[src/rtl/hazard_forward_ctrl.sv]
`default_nettype none
// ============================================================================
//  Module      : hazard_forward_ctrl
//  Description : Hazard and forwarding controller that sits beside the ID
//                stage and produces the EXE operand selects and freeze.
//                It keeps shadow copies of the EXE, MEM and WB slots, detects
//                RAW and load-use hazards, inserts bubbles and flushes, and
//                holds the whole pipeline while the SRAM data path is not
//                ready.
//
//  Optional feature macro : FORWARDING_EN
//      defined   - operand forwarding from the MEM and WB slots; only a
//                  load-use pair stalls, for exactly one cycle.
//      undefined - o_sel_src1/o_sel_src2 tied to 0; any EXE- or MEM-slot
//                  producer match stalls until the producer reaches WB.
//
//  Ports
//      clk              in   1       pipeline clock, rising edge
//      rst_n            in   1       asynchronous active-low reset
//      i_id_valid       in   1       ID holds a real instruction
//      i_id_src1        in   REG_AW  Rn of the ID instruction
//      i_id_src2        in   REG_AW  Rm (or Rd for a store)
//      i_id_use_src1    in   1       ID instruction reads src1
//      i_id_use_src2    in   1       ID instruction reads src2
//      i_id_dest        in   REG_AW  destination register
//      i_id_wb_en       in   1       ID instruction writes back
//      i_id_mem_r_en    in   1       ID instruction is a load
//      i_id_mem_w_en    in   1       ID instruction is a store
//      i_branch_taken   in   1       EXE resolved a taken branch
//      i_mem_ready      in   1       SRAM finished the MEM-slot access
//      o_sel_src1       out  2       0=val_Rn, 1=alu_result, 2=wb_result
//      o_sel_src2       out  2       same encoding for src2
//      o_hazard_stall   out  1       hold PC and IF/ID, bubble into EXE
//      o_flush          out  1       kill IF/ID contents
//      o_freeze         out  1       hold every pipeline register
//      o_mem_timeout    out  1       sticky: freeze lasted MEM_TIMEOUT cycles
//
//  Revision    : 1.0  initial release
// ============================================================================
module hazard_forward_ctrl #(
    parameter int REG_AW      = 4,
    parameter int MEM_TIMEOUT = 255
) (
    input  logic              clk,
    input  logic              rst_n,
    input  logic              i_id_valid,
    input  logic [REG_AW-1:0] i_id_src1,
    input  logic [REG_AW-1:0] i_id_src2,
    input  logic              i_id_use_src1,
    input  logic              i_id_use_src2,
    input  logic [REG_AW-1:0] i_id_dest,
    input  logic              i_id_wb_en,
    input  logic              i_id_mem_r_en,
    input  logic              i_id_mem_w_en,
    input  logic              i_branch_taken,
    input  logic              i_mem_ready,
    output logic [1:0]        o_sel_src1,
    output logic [1:0]        o_sel_src2,
    output logic              o_hazard_stall,
    output logic              o_flush,
    output logic              o_freeze,
    output logic              o_mem_timeout
);

    localparam int               c_CNT_W   = 8;
    localparam logic [c_CNT_W:0] c_TMO     = MEM_TIMEOUT[c_CNT_W:0];
    localparam logic [1:0]       c_SEL_REG = 2'd0;

    typedef enum logic [0:0] {
        ST_RUN      = 1'b0,
        ST_MEM_WAIT = 1'b1
    } state_t;

    state_t r_state;
    state_t w_state_nxt;

    // ------------------------------------------------------------------
    // Shadow slots
    // ------------------------------------------------------------------
    logic              r_exe_v;
    logic [REG_AW-1:0] r_exe_dest;
    logic              r_exe_wb;
    logic              r_exe_ld;
    logic              r_exe_st;

    logic              r_mem_v;
    logic [REG_AW-1:0] r_mem_dest;
    logic              r_mem_wb;
    logic              r_mem_mem;

    logic              r_wb_v;
    logic [REG_AW-1:0] r_wb_dest;
    logic              r_wb_wb;

    logic [c_CNT_W-1:0] r_tmo_cnt;
    logic               r_mem_timeout;

    logic w_exe_m1;
    logic w_exe_m2;
    logic w_mem_m1;
    logic w_mem_m2;
    logic w_hazard;
    logic w_freeze;
    logic w_stall;
    logic w_flush;
    logic w_take;
    logic [c_CNT_W:0] w_cnt_inc;

    // ------------------------------------------------------------------
    // Producer matches against the instruction currently in ID
    // ------------------------------------------------------------------
    assign w_exe_m1 = r_exe_v & r_exe_wb & i_id_use_src1 & (r_exe_dest == i_id_src1);
    assign w_exe_m2 = r_exe_v & r_exe_wb & i_id_use_src2 & (r_exe_dest == i_id_src2);
    assign w_mem_m1 = r_mem_v & r_mem_wb & i_id_use_src1 & (r_mem_dest == i_id_src1);
    assign w_mem_m2 = r_mem_v & r_mem_wb & i_id_use_src2 & (r_mem_dest == i_id_src2);

`ifdef FORWARDING_EN
    // Only a load in EXE cannot be forwarded: its data exists after MEM.
    assign w_hazard = i_id_valid & r_exe_ld & (w_exe_m1 | w_exe_m2);
`else
    // Without bypass paths the consumer waits until the producer is in WB,
    // where the register file writes before it is read.
    assign w_hazard = i_id_valid & (w_exe_m1 | w_exe_m2 | w_mem_m1 | w_mem_m2);
`endif

    // ------------------------------------------------------------------
    // FSM next state and same-cycle control outputs
    // ------------------------------------------------------------------
    always_comb begin : p_fsm_comb
        w_state_nxt = r_state;
        w_freeze    = 1'b0;
        w_stall     = 1'b0;
        w_flush     = 1'b0;

        // Freeze must act in the very cycle the access is incomplete, so it
        // comes straight from the MEM slot rather than from the state.
        w_freeze = r_mem_v & r_mem_mem & ~i_mem_ready;

        case (r_state)
            ST_RUN:      if (w_freeze)    w_state_nxt = ST_MEM_WAIT;
            ST_MEM_WAIT: if (i_mem_ready) w_state_nxt = ST_RUN;
            default:                      w_state_nxt = ST_RUN;
        endcase

        // A taken branch kills the ID instruction, so a stall on it would
        // be pointless: flush takes precedence.
        if (!w_freeze) begin
            w_flush = i_branch_taken;
            w_stall = ~i_branch_taken & w_hazard;
        end
    end

    // ID instruction moves into EXE this edge (only meaningful when not frozen)
    assign w_take = i_id_valid & ~w_stall & ~i_branch_taken;

    always_ff @(posedge clk or negedge rst_n) begin : p_fsm_reg
        if (!rst_n) begin
            r_state <= ST_RUN;
        end else begin
            r_state <= w_state_nxt;
        end
    end

    // ------------------------------------------------------------------
    // Slot advance
    // ------------------------------------------------------------------
    always_ff @(posedge clk or negedge rst_n) begin : p_slots
        if (!rst_n) begin
            r_exe_v    <= 1'b0;
            r_exe_dest <= '0;
            r_exe_wb   <= 1'b0;
            r_exe_ld   <= 1'b0;
            r_exe_st   <= 1'b0;
            r_mem_v    <= 1'b0;
            r_mem_dest <= '0;
            r_mem_wb   <= 1'b0;
            r_mem_mem  <= 1'b0;
            r_wb_v     <= 1'b0;
            r_wb_dest  <= '0;
            r_wb_wb    <= 1'b0;
        end else if (!w_freeze) begin
            if (w_take) begin
                r_exe_v    <= 1'b1;
                r_exe_dest <= i_id_dest;
                r_exe_wb   <= i_id_wb_en;
                r_exe_ld   <= i_id_mem_r_en;
                r_exe_st   <= i_id_mem_w_en;
            end else begin
                r_exe_v    <= 1'b0;
                r_exe_dest <= '0;
                r_exe_wb   <= 1'b0;
                r_exe_ld   <= 1'b0;
                r_exe_st   <= 1'b0;
            end
            r_mem_v    <= r_exe_v;
            r_mem_dest <= r_exe_dest;
            r_mem_wb   <= r_exe_wb;
            r_mem_mem  <= r_exe_ld | r_exe_st;
            r_wb_v     <= r_mem_v;
            r_wb_dest  <= r_mem_dest;
            r_wb_wb    <= r_mem_wb;
        end
    end

    // The WB slot never feeds a select: a WB-slot producer is satisfied by
    // the register file write-before-read. It is tracked for completeness of
    // the pipeline image only.
    logic w_unused_wb;
    assign w_unused_wb = ^{r_wb_v, r_wb_dest, r_wb_wb};

    // ------------------------------------------------------------------
    // Operand selects, latched on the ID->EXE transfer
    // ------------------------------------------------------------------
`ifdef FORWARDING_EN
    localparam logic [1:0] c_SEL_ALU = 2'd1;
    localparam logic [1:0] c_SEL_WB  = 2'd2;

    logic [1:0] r_sel_src1;
    logic [1:0] r_sel_src2;
    logic [1:0] w_sel1_nxt;
    logic [1:0] w_sel2_nxt;

    // Newest producer wins: the EXE-slot instruction will sit in MEM when
    // the consumer executes, the MEM-slot one will sit in WB.
    assign w_sel1_nxt = w_exe_m1 ? c_SEL_ALU : (w_mem_m1 ? c_SEL_WB : c_SEL_REG);
    assign w_sel2_nxt = w_exe_m2 ? c_SEL_ALU : (w_mem_m2 ? c_SEL_WB : c_SEL_REG);

    always_ff @(posedge clk or negedge rst_n) begin : p_sel
        if (!rst_n) begin
            r_sel_src1 <= c_SEL_REG;
            r_sel_src2 <= c_SEL_REG;
        end else if (!w_freeze) begin
            r_sel_src1 <= w_take ? w_sel1_nxt : c_SEL_REG;
            r_sel_src2 <= w_take ? w_sel2_nxt : c_SEL_REG;
        end
    end

    assign o_sel_src1 = r_sel_src1;
    assign o_sel_src2 = r_sel_src2;
`else
    assign o_sel_src1 = c_SEL_REG;
    assign o_sel_src2 = c_SEL_REG;
`endif

    // ------------------------------------------------------------------
    // Freeze watchdog: counts consecutive freeze cycles, saturating
    // ------------------------------------------------------------------
    assign w_cnt_inc = {1'b0, r_tmo_cnt} + {{c_CNT_W{1'b0}}, 1'b1};

    always_ff @(posedge clk or negedge rst_n) begin : p_timeout
        if (!rst_n) begin
            r_tmo_cnt     <= '0;
            r_mem_timeout <= 1'b0;
        end else if (w_freeze) begin
            if (!w_cnt_inc[c_CNT_W]) begin
                r_tmo_cnt <= w_cnt_inc[c_CNT_W-1:0];
            end
            // w_cnt_inc is the number of freeze cycles including this one
            if (w_cnt_inc >= c_TMO) begin
                r_mem_timeout <= 1'b1;
            end
        end else begin
            // Back in RUN: the next stall episode is timed from zero
            r_tmo_cnt <= '0;
        end
    end

    assign o_hazard_stall = w_stall;
    assign o_flush        = w_flush;
    assign o_freeze       = w_freeze;
    assign o_mem_timeout  = r_mem_timeout;

endmodule
`default_nettype wire

[config.mk]
export PLATFORM = sky130hd
export DESIGN_NAME = hazard_forward_ctrl
export DESIGN_NICKNAME = d
export VERILOG_FILES = /design/src/rtl/hazard_forward_ctrl.sv
export SDC_FILE = /design/constraint.sdc
export NUM_CORES = 1
export LEC_CHECK = 0
export BUFFER_PORTS_ARGS = -buffer_cell sky130_fd_sc_hd__buf_4
export CAP_MARGIN = 0
export CORE_MARGIN = 5
export CORE_UTILIZATION = 39
export DETAILED_ROUTE_END_ITERATION = 10
export GPL_ROUTABILITY_DRIVEN = 0
export SYNTH_ARGS = -nofsm -noshare
export SYNTH_HDL_FRONTEND = slang
export SYNTH_SLANG_ARGS = --single-unit
[constraint.sdc]
create_clock -name clk -period 1.9 [get_ports clk]
set_input_delay 0.38 -clock clk [delete_from_list [all_inputs] [get_ports clk]]
set_output_delay 0.38 -clock clk [all_outputs]
set_load 0.005 [all_outputs]
==> impl_metrics.toml, run 1 <==
[sta]
finalWorstSetupSlack_ns = -0.310
min_period_over_period_pct = 116
finClkSkew_ns = 0.0105
hold_violations = 0
highest_clock_rate_mhz = 453
timing.final.max_slew_violations = 0
min_cycle_time_layout_ns = 2.21
setup_viol_count_final = 1
unrepaired_setup_endpoints_after_global_routing = "yes"

[run_status]
status = "finished, violations left"
failing_checks = "setup timing"

[synth]
yosys-top-cells-count = "sky130_fd_sc_hd__dfrtp_1 (24), sky130_fd_sc_hd__nand2_1 (21), sky130_fd_sc_hd__xor2_1 (15), sky130_fd_sc_hd__a22o_1 (7), sky130_fd_sc_hd__nor2_1 (7)"
synth.yosys.seq_area_share_pct = 45.4
yosysMostFrequentCell = "sky130_fd_sc_hd__dfrtp_1"
async_flop_share_pct = 100
ys_ff_latch = 24
ys_types = 34
synth_edf_count = 0
syn_area_per_cell_um2 = 9.88
post-synth-top-area-cell = "sky130_fd_sc_hd__dfrtp_1"
synth_top_area_share_pct = 45.4
synthesis.instances = 134
synth_flop_cell = "sky130_fd_sc_hd__dfrtp_1"
synth_area_um2 = 1320
synth_top_cells_by_area = "sky130_fd_sc_hd__dfrtp_1 (45%), sky130_fd_sc_hd__xor2_1 (9.9%), sky130_fd_sc_hd__nand2_1 (6.0%)"
yosys_warnings = 0

[worst_setup_path]
critPathCaptureType = "output port"
r2r_slack_ns = 0.15
crit_path_max_fanout = 2
worst_setup_path_start_kind = "flip-flop"
criticalPathCategory = "reg -> out"
crit_arrival_ns = 1.83
worst-endpoint-required_ns = 1.52

[cells_and_area]
layout.nets = 198
layout_overhead_on_the_synthesized_area_pct = 28.4
antenna_cells = 0
final_util_pct = 51.4
stdcell_area_um2 = 1700
layout-drive-gt1-share_pct = 26.0
final.fill_count = 328

[clock_network]
cts-root-buf = "sky130_fd_sc_hd__clkbuf_4"
worst_skew_pair.late_latency_ns = 0.32
numCtsBuffers = 3
cts_clk_pin_slew_worst_paths_ns = 0.14
postCtsResizedCells = 0
clock_sinks = 24
number_of_buffers_inserted_to_repair_setup_after_cts = 0
htreeDepth = 1
cts-root-to-sink-buffers = 2
tritoncts = "built"

[placement]
port-buffer-count = 25
final_hpwl_dp_mm = 2.22
placement.cell_area_um2 = 1640

[hold_path]
hold_path_class = "in -> reg"

[global_routing]
grt_max_degree = 25
grt-ovfl-total = 0
first_pass_grt_wire_length_mm = 4.77
first_global_vias = 1082
antenna_found_initial = 0
globalRouteTotalUtil_pct = 13.7

[pwr]
power_report.internal_total_mw = 0.813
areal_power_density_over_the_cells_nw_per_um2 = 615
worst_supply_voltage_drop_on_vdd_mv = 0.484
sequentialPowerShare_pct = 51.9
leakagePower_nw = 0.858
p_comb_share_pct = 12.2
switching_power_mw = 0.233
clockPowerShare_pct = 35.9
post-layout-total-power_mw = 1.05
power.share.switching_pct = 22.3

[drt]
drtIter0Drc = 20
wl_per_cell_um = 12.7
viasPerCell = 4.81
routed_wirelength_mm = 2.79
route.detailed.drc = 0
drt_pass1_iterations = 4
route.vias.total = 1053
ant_nets = 0

[die]
vertical_extent_of_the_die_um = 68.3
floorplan.die_area_um2 = 4660
die-width_um = 68.3
coreArea_um2 = 3310
rows = 21
top_level_ports = 30
initial_utilization_pct = 40.0

[run]
max-cap-violations = 0
worst max-delay path, cell delays in order, from the launching register on:
cell and delay [ns]:
sky130_fd_sc_hd__dfrtp_1 0.42, sky130_fd_sc_hd__xor2_1 0.16, sky130_fd_sc_hd__or4_1 0.54, sky130_fd_sc_hd__o41ai_2 0.08, sky130_fd_sc_hd__nor3_1 0.08, sky130_fd_sc_hd__nor2_1 0.11
sky130_fd_sc_hd__buf_4 0.12
registers in the layout, indices dropped and copies added, names as in the netlist:
signal / count
o_mem_timeout: 1
r_exe_dest: 4
r_exe_ld: 1
r_exe_st: 1
r_exe_v: 1
r_exe_wb: 1
r_mem_dest: 4
r_mem_mem: 1
r_mem_v: 1
r_mem_wb: 1
r_tmo_cnt: 8
through the flow:
step                      TNS, ns  hold WS (ns)  std cells  worst slack (ns)
after floorplan                 0        0.0844        137             0.114
after global placement    -0.0311         0.296        214           -0.0311
after detailed placement  -0.0587         0.297        214           -0.0587
after CTS                  -0.337         0.246        219            -0.337
after global routing       -0.431         0.228        219            -0.424
final                      -0.310         0.258        219            -0.310
repair_timing:
action / 4_1_cts / 5_1_grt
setup endpoints to repair: 1 / 4
hold buffers: 1 / 0
pin swaps: 1 / 2
endpoints found under the hold margin: 24 / 0
power by group through the flow:
stage | clock, mW | sequential [mW] | combinational, mW
2_1_floorplan | 0 | 0.551 | 0.0578
4_1_cts | 0.388 | 0.543 | 0.131
6_report | 0.375 | 0.543 | 0.128
3_3_place_gp | 0 | 0.552 | 0.127
5_1_grt | 0.413 | 0.546 | 0.144
3_5_place_dp | 0 | 0.552 | 0.128
layout make-up:
type	instances	area, um^2	share of cell area, %
clock buffers	3	22.5	1.32
well taps	46	57.6	3.38
inverters	2	7.51	0.442
multi-input cells	103	679	40.0
flip-flops and latches	24	601	35.3
clock inverters	1	30.0	1.77
repair buffers	40	303	17.8
cells by family (layout without fill, tap and decap cells):
| kind of cell | after synthesis | in the layout | synth area share [%] |
|---|---|---|---|
| compound gates | 23 | 23 | 13.4 |
| xor+xnor | 21 | 21 | 13.9 |
| fa+ha+maj | 2 | 2 | 1.89 |
| buf+inv | 10 | 46 | 4.16 |
| flops | 24 | 24 | 45.4 |
| other cells | 1 | 4 | 0.283 |
| simple gates | 53 | 53 | 21.0 |
cell usage in the layout, fill, tap and decap left out, types with 2 or more instances in the layout:
cell type                  instances
sky130_fd_sc_hd__buf_4            39
sky130_fd_sc_hd__dfrtp_1          24
sky130_fd_sc_hd__nand2_1          21
sky130_fd_sc_hd__xor2_1           15
sky130_fd_sc_hd__nor2_1            7
sky130_fd_sc_hd__a22o_1            7
sky130_fd_sc_hd__xnor2_1           6
sky130_fd_sc_hd__nand2b_1          5
sky130_fd_sc_hd__a21oi_1           5
sky130_fd_sc_hd__nand4_1           4
sky130_fd_sc_hd__conb_1            4
sky130_fd_sc_hd__nand3_1           3
sky130_fd_sc_hd__clkbuf_4          3
sky130_fd_sc_hd__nand3b_1          2
sky130_fd_sc_hd__nor4_1            2
sky130_fd_sc_hd__and2_1            2
sky130_fd_sc_hd__or3_1             2
sky130_fd_sc_hd__a21o_1            2
sky130_fd_sc_hd__o211a_1           2
sky130_fd_sc_hd__o22ai_1           2
sky130_fd_sc_hd__ha_1              2
worst paths after layout:
check,startpoint,to,depth (start not counted)
max in group asynchronous,rst_n,r_mem_wb,2
max reg2reg,r_tmo_cnt[0],r_tmo_cnt[1],4
min,i_id_mem_r_en,r_exe_ld,2
min reg2reg,r_exe_st,r_mem_mem,1
min in group asynchronous,rst_n,r_tmo_cnt[6],2
max,r_exe_dest[3],o_hazard_stall,6
routing by layer:
| layer | track usage (%) | up-vias | part of all wire, % |
|---|---|---|---|
| li1 | - | 537 | - |
| met1 | 16.9 | 498 | 44 |
| met2 | 23.6 | 16 | 50 |
| met3 | 4.27 | 2 | 4.9 |
| met4 | 2.23 | 0 | 0.47 |
| met5 | 0 | - | 0 |
Note: power is estimated with default switching activity, not from simulation.
==> inputs of run 2 (changes only) <==
- CTS_CLUSTER_SIZE: unset -> 28
- SETUP_SLACK_MARGIN: unset -> 0.2
- TNS_END_PERCENT: unset -> 5
==> run 2 against run 1 <==
  * The run still ends with setup timing left
  * Maximum frequency up 0.46%
  * Power hardly changed
  * Critical path depth did not move
  * Routed wire length is 5.6% higher
  * Final area is 2.3% higher
  * Clock skew down 0.0089 ns
  * Via count rose by 1.1%
  * Largest cell class unchanged
==> impl_metrics.toml, run 2 (same netlist as run 1, synthesis figures left out) <==
[run_status]
status = "finished, violations left"
failing_checks = "setup timing"

[cells_and_area]
layout-drive-gt1-share_pct = 30.1
layout.cells.most_common_list = "sky130_fd_sc_hd__buf_4 (37), sky130_fd_sc_hd__dfrtp_1 (23), sky130_fd_sc_hd__nand2_1 (21)"
final_util_pct = 52.5
reg.largest.list = "r_tmo_cnt: 8 flops, r_exe_dest: 4 flops, r_mem_dest: 4 flops"
post_layout_nonfiller_instances = 219
antenna_cells = 0
regMostFlops = "r_tmo_cnt"
layout_overhead_on_the_synthesized_area_pct = 31.4
final.fill_count = 332
layout.nets = 198
layout_commonest_cell = "sky130_fd_sc_hd__buf_4"
largest_reg_flops = 8

[sta]
worst_pin_slew_ns = 0.529
timing.final.max_slew_violations = 0
tns_ns = -0.300
min_period_over_period_pct = 116
min_cycle_time_layout_ns = 2.20
finalWorstSetupSlack_ns = -0.300
hold_violations = 0
hold_ws_ns = 0.271
highest_clock_rate_mhz = 455
finClkSkew_ns = 0.00160
setup_viol_count_final = 1
timing.slew.headroom_pct = 64.5
unrepaired_setup_endpoints_after_global_routing = "yes"

[global_routing]
grt-ovfl-total = 0
first_global_vias = 1002
globalRouteTotalUtil_pct = 13.2
grt_max_degree = 25
antenna_found_initial = 0
first_pass_grt_wire_length_mm = 4.65

[clock_network]
cts-root-buf = "sky130_fd_sc_hd__clkbuf_4"
tritoncts = "built"
cts-root-to-sink-buffers = 2
clock_sinks = 24
htreeDepth = 1
number_of_buffers_inserted_to_repair_setup_after_cts = 0
numCtsBuffers = 3
worst_skew_pair.late_latency_ns = 0.31
cts_clk_pin_slew_worst_paths_ns = 0.13

[worst_setup_path]
worstRegToRegCells = 6
critical_path.cell_chain = "xor2_1, or4_4, o41ai_2, nor3_1, nor2_1, buf_4"
slowest_stage = "sky130_fd_sc_hd__or4_4"
criticalPathCategory = "reg -> out"
critPathCaptureType = "output port"
crit_path_max_incr_delay_ns = 0.54
worst_setup_path_start_kind = "flip-flop"
worst-endpoint-required_ns = 1.52
crit_path_max_fanout = 2
crit_arrival_ns = 1.82

[hold_path]
hold-path-cell-count = 2
hold_path_class = "in -> reg"

[drt]
drtIter0Drc = 25
route.detailed.drc = 0
routed_wirelength_mm = 2.95
wl_per_cell_um = 13.5
drt_pass1_iterations = 4
ant_nets = 0
route.vias.total = 1065
viasPerCell = 4.86

[die]
vertical_extent_of_the_die_um = 68.3
coreArea_um2 = 3310
die-width_um = 68.3
rows = 21
floorplan.die_area_um2 = 4660
top_level_ports = 30
initial_utilization_pct = 40.0

[placement]
port-buffer-count = 25
final_hpwl_dp_mm = 2.30
post-place-cells = 214

[pwr]
leakagePower_nw = 0.860
areal_power_density_over_the_cells_nw_per_um2 = 601
worst_supply_voltage_drop_on_vdd_mv = 0.364
post-layout-total-power_mw = 1.05

[run]
max-cap-violations = 0
==> run 2: worst paths after layout <==
kind	slack, ns	startpoint	endpoint
worst max-delay path	-0.30	r_exe_dest[3]	o_hazard_stall
worst min-delay path	0.27	i_id_dest[1]	r_exe_dest[1]
worst max register to register	0.15	r_exe_dest[3]	r_exe_dest[3]
worst min register to register	0.48	o_mem_timeout	o_mem_timeout
max in group asynchronous	1.17	rst_n	r_tmo_cnt[0]
min in group asynchronous	0.48	rst_n	r_tmo_cnt[4]
==> run 2: repair_timing <==
action	CTS	global route
pin swaps	3	10
hold buffers	1	0
endpoints found under the hold margin	24	0
gates resized for setup	4	6
setup endpoints to repair	15	14
==> run 2: metal layers <==
layer / track usage, % / wire (um)
met5: 0 / 0
met1: 20.1 / 1530
met3: 1.97 / 149
met4: 4.47 / 31
met2: 18.9 / 1240
==> run 2: report_power, final <==
group	switching (mW)	internal [mW]
clock network	0.154	0.213
registers	0.0153	0.528
logic	0.0603	0.0747
==> run 2: area by class of cell <==
cell class | count | area [um^2] | area share [%]
Clock buffer | 3 | 22.5 | 1.29
Clock inverter | 1 | 30.0 | 1.73
Inverter | 2 | 11.3 | 0.647
Multi-Input combinational cell | 103 | 706 | 40.6
Sequential cell | 24 | 602 | 34.6
Tap cell | 46 | 57.6 | 3.31
Timing Repair Buffer | 40 | 310 | 17.8
==> run 2: stage by stage <==
stage | cell area, um^2 | worst slack (ns)
2_1_floorplan | 1340 | 0.126
3_3_place_gp | 1640 | -0.0213
3_5_place_dp | 1640 | -0.0525
4_1_cts | 1710 | -0.338
5_1_grt | 1740 | -0.359
6_report | 1740 | -0.300
==> run 2: critical path: cells and delay by family, from the launching register on <==
kind / cells / cell delay [ns]
XOR/XNOR: 1 / 0.15
buffers and inverters: 1 / 0.12
flip-flops: 1 / 0.43
AO/OA/AOI/OAI: 1 / 0.08
AND/OR/NAND/NOR: 3 / 0.73
==> inputs of run 3 (changes only) <==
- CORE_MARGIN: 5 -> 10
==> run 3 against run 2 <==
  * The flow still finishes with violations (setup timing)
  * Utilization decreased by 0.15 points
  * Non-clock buffer count decreased by 1
  * Clock skew up 0.0026 ns
  * Sequential power is essentially flat
  * Highest routed layer unchanged
==> impl_metrics.toml, run 3 (same netlist as run 1, synthesis figures left out) <==
[clock_network]
htreeDepth = 1
clock_sinks = 24
numCtsBuffers = 3
worst_skew_pair.late_latency_ns = 0.32
tritoncts = "built"
cts-root-to-sink-buffers = 2
cts-root-buf = "sky130_fd_sc_hd__clkbuf_4"
cts_clk_pin_slew_worst_paths_ns = 0.13

[run_status]
failing_checks = "setup timing"
status = "finished, violations left"

[global_routing]
globalRouteTotalUtil_pct = 10.1
first_global_vias = 1102
grt_max_degree = 25
antenna_found_initial = 0
first_pass_grt_wire_length_mm = 5.10
grt-ovfl-total = 0

[pwr]
p_comb_share_pct = 12.8
switching_power_mw = 0.234
power_report.internal_total_mw = 0.817
clockPowerShare_pct = 35.4
leakagePower_nw = 0.858
post-layout-total-power_mw = 1.05
power.share.switching_pct = 22.3
sequentialPowerShare_pct = 51.8
worst_supply_voltage_drop_on_vdd_mv = 0.400
areal_power_density_over_the_cells_nw_per_um2 = 606

[worst_setup_path]
worst-endpoint-required_ns = 1.52
crit_path_start = "r_exe_dest[3]"
r2r_slack_ns = 0.19
critPathCaptureType = "output port"
crit_arrival_ns = 1.81
crit_path_max_incr_delay_ns = 0.53
crit_path_max_fanout = 2
rr_endpoint = "r_exe_st"
worstRegToRegCells = 6
slowest_stage = "sky130_fd_sc_hd__or4_1"
worst_setup_path_start_kind = "flip-flop"
criticalPathCategory = "reg -> out"
r2r-start = "r_exe_dest[3]"
critical_path.cell_chain = "xor2_1, or4_1, o41ai_2, nor3_1, nor2_1, buf_4"
crit_path_end = "o_hazard_stall"

[sta]
setup_viol_count_final = 1
timing.final.max_slew_violations = 0
tns_ns = -0.292
min_period_over_period_pct = 115
finalWorstSetupSlack_ns = -0.292
highest_clock_rate_mhz = 456
worst_pin_slew_ns = 0.495
finClkSkew_ns = 0.00424
min_cycle_time_layout_ns = 2.19
unrepaired_setup_endpoints_after_global_routing = "yes"
timing.slew.headroom_pct = 66.7
hold_violations = 0

[die]
top_level_ports = 30
rows = 21
vertical_extent_of_the_die_um = 78.3
coreArea_um2 = 3310
initial_utilization_pct = 40.0
floorplan.die_area_um2 = 6120
die-width_um = 78.3

[cells_and_area]
layout.cells.most_common_list = "sky130_fd_sc_hd__buf_4 (35), sky130_fd_sc_hd__dfrtp_1 (23), sky130_fd_sc_hd__nand2_1 (21)"
reg.largest.list = "r_tmo_cnt: 8 flops, r_exe_dest: 4 flops, r_mem_dest: 4 flops"
final_util_pct = 52.4
final.fill_count = 314
regMostFlops = "r_tmo_cnt"
antenna_cells = 0
layout_overhead_on_the_synthesized_area_pct = 31.0
post_layout_nonfiller_instances = 218
seqCellArea_um2 = 602
layout.nets = 197
layout_commonest_cell = "sky130_fd_sc_hd__buf_4"
largest_reg_flops = 8
multi_input_comb_area_um2 = 704
layout-drive-gt1-share_pct = 30.2
stdcell_area_um2 = 1730

[hold_path]
hold_path_class = "in -> reg"

[drt]
routed_wirelength_mm = 3.06
wl_per_cell_um = 14.0
drtIter0Drc = 35
drt_pass1_iterations = 4
viasPerCell = 4.93
route.detailed.drc = 0
route.vias.total = 1075
ant_nets = 0

[placement]
placement.cell_area_um2 = 1630
final_hpwl_dp_mm = 2.44
post-place-cells = 213
port-buffer-count = 25

[run]
max-cap-violations = 0
[run 3: worst min-delay path by stage]
stage                       from             to  slack (ns)  cells past startpoint
floorplan                  rst_n  o_mem_timeout        0.08                      0
global placement           rst_n   r_tmo_cnt[4]        0.29                      1
detailed placement         rst_n   r_tmo_cnt[3]        0.30                      1
CTS                 i_id_dest[2]  r_exe_dest[2]        0.26                      2
global route        i_id_dest[0]  r_exe_dest[0]        0.25                      2
finish              i_id_dest[2]  r_exe_dest[2]        0.26                      2
[run 3: layout make-up]
class / count / area share [%]
multi-input combinational: 103 / 40.6
clock buffer: 3 / 1.30
clock inverter: 1 / 1.73
tap: 46 / 3.32
inverter: 2 / 0.649
timing repair buffer: 39 / 17.7
sequential: 24 / 34.7
[run 3: metrics by stage]
step	hold WS, ns	worst slack (ns)
after detailed placement	0.299	-0.0441
after floorplan	0.0844	0.126
final	0.261	-0.292
after global routing	0.246	-0.430
after CTS	0.258	-0.301
after global placement	0.290	-0.0228
[run 3: timing repair]
item                       in CTS  in global routing
pin swaps                      10                 11
cloned                          0                  0
hold endpoints to repair       24                  0
setup endpoints to repair      14                 13
hold buffers                    1                  0
buffers inserted                0                  0
resized for setup               5                  6
[run 3: worst max-delay path, delay by kind of cell, from the launching register on]
family	cells	cell delay (ns)
simple gates	3	0.73
flops	1	0.42
xor+xnor	1	0.15
buf+inv	1	0.12
compound gates	1	0.08
[run 3: layer usage]
| layer | vias up | GRT usage [%] | share of wire [%] |
|---|---|---|---|
| li1 | 539 | - | - |
| met1 | 498 | 13.4 | 48 |
| met2 | 33 | 15.2 | 44 |
| met3 | 5 | 2.73 | 6.9 |
| met4 | 0 | 3.76 | 1.4 |
| met5 | - | 0 | 0 |
[run 3: power groups by stage]
stage               Combinational, mW  Sequential (mW)  Clock (mW)
global route                    0.150            0.547       0.402
CTS                             0.133            0.544       0.381
detailed placement              0.128            0.554           0
floorplan                      0.0579            0.551           0
global placement                0.125            0.553           0
finish                          0.135            0.545       0.372
